===== config.mk =====
export PLATFORM = sky130hd
export DESIGN_NAME = pipe_hazard_ctrl
export DESIGN_NICKNAME = d
export VERILOG_FILES = /design/src/rtl/pipe_ctrl_pkg.sv /design/src/rtl/hazard_detect.sv /design/src/rtl/pipe_hazard_ctrl.sv
export SDC_FILE = /design/constraint.sdc
export NUM_CORES = 1
export LEC_CHECK = 0
export CORE_MARGIN = 1
export CORE_UTILIZATION = 31
export CTS_CLUSTER_SIZE = 25
export DETAILED_ROUTE_END_ITERATION = 10
export PLACE_DENSITY = 0.76
export REMOVE_ABC_BUFFERS = 1
export SLEW_MARGIN = 20
export SYNTH_ARGS = -nofsm -noshare
export SYNTH_HDL_FRONTEND = slang
export SYNTH_SLANG_ARGS = --single-unit
export TNS_END_PERCENT = 1

===== constraint.sdc =====
create_clock -name clk_i -period 1.8 [get_ports clk_i]
set_input_delay 0.36 -clock clk_i [delete_from_list [all_inputs] [get_ports clk_i]]
set_output_delay 0.36 -clock clk_i [all_outputs]
set_load 0.02 [all_outputs]

===== src/rtl/pipe_ctrl_pkg.sv =====
// Shared encodings and defaults for the pipeline stall/flush sequencer.
package pipe_ctrl_pkg;

  typedef enum logic {
    RUN      = 1'b0,
    MEM_WAIT = 1'b1
  } state_e;

  localparam logic [4:0] REG_ZERO = 5'd0;
  localparam int TIMEOUT_CYCLES_DEF = 64;
  localparam int CNT_W_DEF = 7;

endpackage


===== src/rtl/hazard_detect.sv =====
// Load-use compare: the load in EX writes a register the instruction in ID reads.
module hazard_detect
  import pipe_ctrl_pkg::*;
(
  input  logic       mem_read_i,
  input  logic [4:0] rd_addr_i,
  input  logic [4:0] rs1_addr_i,
  input  logic [4:0] rs2_addr_i,
  output logic       load_use_o
);

  assign load_use_o = mem_read_i & (rd_addr_i != REG_ZERO) &
                      ((rd_addr_i == rs1_addr_i) | (rd_addr_i == rs2_addr_i));

endmodule


===== src/rtl/pipe_hazard_ctrl.sv =====
// Stall/flush sequencer: memory-wait FSM with watchdog, load-use bubble, branch flush.
// Optional stall-cycle counter is built when HAZARD_PERF_EN is defined.
module pipe_hazard_ctrl
  import pipe_ctrl_pkg::*;
#(
  parameter int TIMEOUT_CYCLES = TIMEOUT_CYCLES_DEF,
  parameter int CNT_W          = CNT_W_DEF
) (
  input  logic        clk_i,
  input  logic        rst_i,
  input  logic        IDEX_MemRead_i,
  input  logic [4:0]  IDEX_RDaddr_i,
  input  logic [4:0]  IFID_RS1addr_i,
  input  logic [4:0]  IFID_RS2addr_i,
  input  logic        Branch_taken_i,
  input  logic        EXMEM_MemAccess_i,
  input  logic        mem_ack_i,
  output logic        mem_req_o,
  output logic        PC_write_o,
  output logic        IFID_write_o,
  output logic        IFID_flush_o,
  output logic        IDEX_write_o,
  output logic        IDEX_flush_o,
  output logic        EXMEM_write_o,
  output logic        MEMWB_bubble_o,
  output logic        err_o,
  output logic [31:0] perf_stall_cnt_o
);

  localparam logic [CNT_W-1:0] CNT_LAST = CNT_W'(TIMEOUT_CYCLES - 1);
  localparam logic [CNT_W-1:0] CNT_ONE  = CNT_W'(1);

  state_e           state_q, state_d;
  logic [CNT_W-1:0] cnt_q, cnt_d;
  logic             err_q, err_d;
  logic             frozen_s;
  logic             load_use_s;

  hazard_detect u_hazard_detect (
    .mem_read_i (IDEX_MemRead_i),
    .rd_addr_i  (IDEX_RDaddr_i),
    .rs1_addr_i (IFID_RS1addr_i),
    .rs2_addr_i (IFID_RS2addr_i),
    .load_use_o (load_use_s)
  );

  // Next state, watchdog and control outputs from current state and inputs
  always_comb begin
    state_d        = state_q;
    cnt_d          = cnt_q;
    err_d          = err_q;
    frozen_s       = 1'b0;
    mem_req_o      = 1'b0;
    PC_write_o     = 1'b1;
    IFID_write_o   = 1'b1;
    IFID_flush_o   = 1'b0;
    IDEX_write_o   = 1'b1;
    IDEX_flush_o   = 1'b0;
    EXMEM_write_o  = 1'b1;
    MEMWB_bubble_o = 1'b0;

    case (state_q)
      RUN: begin
        mem_req_o = EXMEM_MemAccess_i;
        if (EXMEM_MemAccess_i && !mem_ack_i) begin
          frozen_s = 1'b1;
          state_d  = MEM_WAIT;
          cnt_d    = CNT_ONE;
        end else begin
          cnt_d = '0;
        end
      end
      MEM_WAIT: begin
        mem_req_o = 1'b1;
        if (mem_ack_i) begin
          state_d = RUN;
          cnt_d   = '0;
        end else if (cnt_q == CNT_LAST) begin
          // Abort: pipeline released but the access result is dropped
          MEMWB_bubble_o = 1'b1;
          err_d          = 1'b1;
          state_d        = RUN;
          cnt_d          = '0;
        end else begin
          frozen_s = 1'b1;
          cnt_d    = cnt_q + CNT_ONE;
        end
      end
      default: begin
        state_d = RUN;
        cnt_d   = '0;
      end
    endcase

    if (frozen_s) begin
      PC_write_o     = 1'b0;
      IFID_write_o   = 1'b0;
      IDEX_write_o   = 1'b0;
      EXMEM_write_o  = 1'b0;
      MEMWB_bubble_o = 1'b1;
    end else if (load_use_s) begin
      PC_write_o   = 1'b0;
      IFID_write_o = 1'b0;
      IDEX_flush_o = 1'b1;
    end else if (Branch_taken_i) begin
      IFID_flush_o = 1'b1;
    end else begin
      IFID_flush_o = 1'b0;
    end
  end

  // FSM, watchdog count and sticky error flag
  always_ff @(posedge clk_i) begin
    if (rst_i) begin
      state_q <= RUN;
      cnt_q   <= '0;
      err_q   <= 1'b0;
    end else begin
      state_q <= state_d;
      cnt_q   <= cnt_d;
      err_q   <= err_d;
    end
  end

  assign err_o = err_q;

`ifdef HAZARD_PERF_EN
  logic [31:0] perf_q, perf_d;

  // Saturating count of cycles with the PC held
  always_comb begin
    if (!PC_write_o && (perf_q != 32'hFFFF_FFFF)) begin
      perf_d = perf_q + 32'd1;
    end else begin
      perf_d = perf_q;
    end
  end

  // Stall counter register
  always_ff @(posedge clk_i) begin
    if (rst_i) begin
      perf_q <= 32'd0;
    end else begin
      perf_q <= perf_d;
    end
  end

  assign perf_stall_cnt_o = perf_q;
`else
  assign perf_stall_cnt_o = 32'd0;
`endif

endmodule


==> metrics.txt <==
status=finished, violations left; failing checks=setup timing; HP Class=reg2reg; die width=52.5 µm; total track usage=between 10% and 20%; Ports=62; Yosys cell types=25; #FFs+latches synth=9; largest net degree at the start of global routing=6; Yosys warning count=0; DRT iter0 DRCs=1; Root Driver=clkbuf_4; Buffers on Ports=29; asr flop ratio synth=0%; WP data arrival=1.68 ns; effective utilization at floorplan=34.4%; Slew Limit Fails=0; drt wl/cell=about 10 µm; fraction of layout instances using a drive strength above 1=27.6%; critical path class=reg2out; EDFF count, synth=0; Leak=0.548 nW; wirelength, routed=roughly 1.8 mm; power density cells=492 mW/mm²; crit share post-route=113%; CTS tree=built; maximum clock path buffer count=2; post-DR vias/cell=between 4 and 5; Buf/Inv on CP=2; grt met2 use=27.0%; Finished Core Util=between 50% and 60%; Setup WS post-layout=-0.241 ns; gr busiest metal=met2; mapped cell area=791 µm²; cells along the critical path=ha_4 > nand3_4 > o41ai_4 > buf_4 > a21boi_4 > buf_6; Peak Freq=490 MHz; largest delay contributor family on the critical path=compound AO/OA/AOI/OAI gates; row count=17; Antenna Diode Count=0; Hold Vio Cnt, Final=0; Worst-Skew Late Latency=about 0.26 ns; Post-Synth XOR/XNOR Area=15.5%; crit end category=output pin; vias in the first global route=613; vias=~700; die area=about 0.0028 mm²; GRT met3 Usage=5.80%; mux cell area share after synthesis=0%; nets=168; Final Skew=0.000831 ns; total power=589 µW; cts hold-fix bufs=0; compound-cell area share of the yosys netlist=roughly 11%; Final ANT Viol Nets=0; fin cells=around 170; register area share after synthesis=22.8%; global placement routability congestion=0.815; P&R area growth vs syn=51.4%; min Tclk post-route=2.04 ns; synth cell count leaders=buf_4 (34), xnor2_1 (12), dfxtp_1 (9); crit-path max cell delay=0.35 ns; CP max FO=3; RSZ-0062 raised after global routing=yes; Peak supply drop=0.000532 V; Critical Path Source Type=flop; Worst R2R Setup Slack=0.21 ns; initial antenna violation count=0; Min Hold Slack=0.480 ns; global-route wire length before repair=2.68 mm; cells after synthesis=95; H-tree depth=1; critical path required time=1.44 ns; Max-Cap Viols=0; Reg clk slew, reported paths=0.06 ns; simple-gate portion of the synthesized area=between 10 and 15%; DRC=0; area share of the largest cell type after synthesis=32.3%; DPL Wire Length=1.38 mm; Synth area leaders=buf_4 (32%), dfxtp_1 (23%), xnor2_1 (13%); synthesized area per cell=~8.3 µm²; core region area=0.00230 mm²; clk sink count=9; largest family of logic cells by synthesized area=buffers and inverters; Main synth FF type=dfxtp_1; Post-Synth Adder-Cell Area=1.58%; global route overflow=0; GRT met1 Usage=between 10% and 20%; pre-CTS WS=-0.876 ns; most common cell in the netlist=buf_4; drt first pass iters=2; total CTS buffers=3; Die Height=52.5 µm; slowest CP cell=dfxtp_2; Setup Viol. Count Final=6; dominant cell type by area after synthesis=buf_4; Cells after DPL=about 170
==> worst reg2reg max path, stage by stage, from the launching register on <==
cell     delay (ns)
dfxtp_2        0.35
ha_4           0.15
nand3_4        0.09
buf_4          0.14
buf_4          0.13
or3_1          0.39
a22oi_1        0.17
nor3_1         0.06
==> final cells by class <==
cell class                      instances  area [µm²]
Clock buffer                            4        26.3
Sequential cell                         9         183
Inverter                                3        11.3
Timing Repair Buffer                   49         440
Tap cell                               28        35.0
Multi-Input combinational cell         80         502
Fill cell                             223        1100
==> placed cells by master, fill, tap and decap left out, drive strengths merged <==
master         instances
clkbuf                 4
clkdlybuf4s15          1
or2                    1
and3                   2
o21a                   1
o22ai                  2
a22oi                  1
xnor2                 12
inv                    3
a21oi                  1
o41ai                  1
dlygate4sd2            5
nand2                  5
nor2                   8
nor3                   1
or4                    1
xor2                   2
dlymetal6s2s           1
buf                   26
conb                  32
clkdlybuf4s50         16
o21ba                  1
or3                    1
dfxtp                  9
o2111a                 1
ha                     1
nand3                  5
a21boi                 1
==> final timing paths <==
kind	start	end	depth (start not counted)
min	err_o	err_o	2
max reg2reg	cnt_q[1]	cnt_q[0]	7
max	cnt_q[1]	PC_write_o	6
min reg2reg	err_o	err_o	2
==> power by group <==
| group | internal [mW] | leakage (nW) | switching, mW | total [mW] |
|---|---|---|---|---|
| combinational | 0.102 | 0.459 | 0.127 | 0.228 |
| clock | 0.0855 | 0.0150 | 0.0721 | 0.158 |
| sequential | 0.202 | 0.0737 | 0.00177 | 0.203 |
==> through the flow <==
step	area [µm²]	TNS (ns)
after floorplan	652	-1.92
final	1200	-1.03
after global placement	1100	-4.65
after global routing	1200	-1.52
after CTS	1190	-1.27
after detailed placement	1100	-4.69
==> sequential cells by signal, summed over array words and instances (netlist names) <==
name and count:
cnt_q 7, err_o 1, state_q 1
==> logic make-up after synthesis <==
logic type | after synthesis
AO/OA/AOI/OAI | 9
XOR/XNOR | 14
adder cells (fa/ha/maj) | 1
buffers and inverters | 37
flip-flops | 9
other | 1
AND/OR/NAND/NOR | 24
==> per-layer routing <==
layer | part of all wire, % | wire length (µm)
met5 | 0 | 0
met3 | 6.9 | 123
met4 | 1.1 | 19
met2 | 57 | 1020
met1 | 35 | 631
==> repair_timing <==
item                                    CTS  global route
pin swaps                                 8             1
resized for setup                        50             2
endpoints found under the setup margin    8             7
buffers inserted                          3             0
Note: power is estimated with default switching activity, not from simulation.
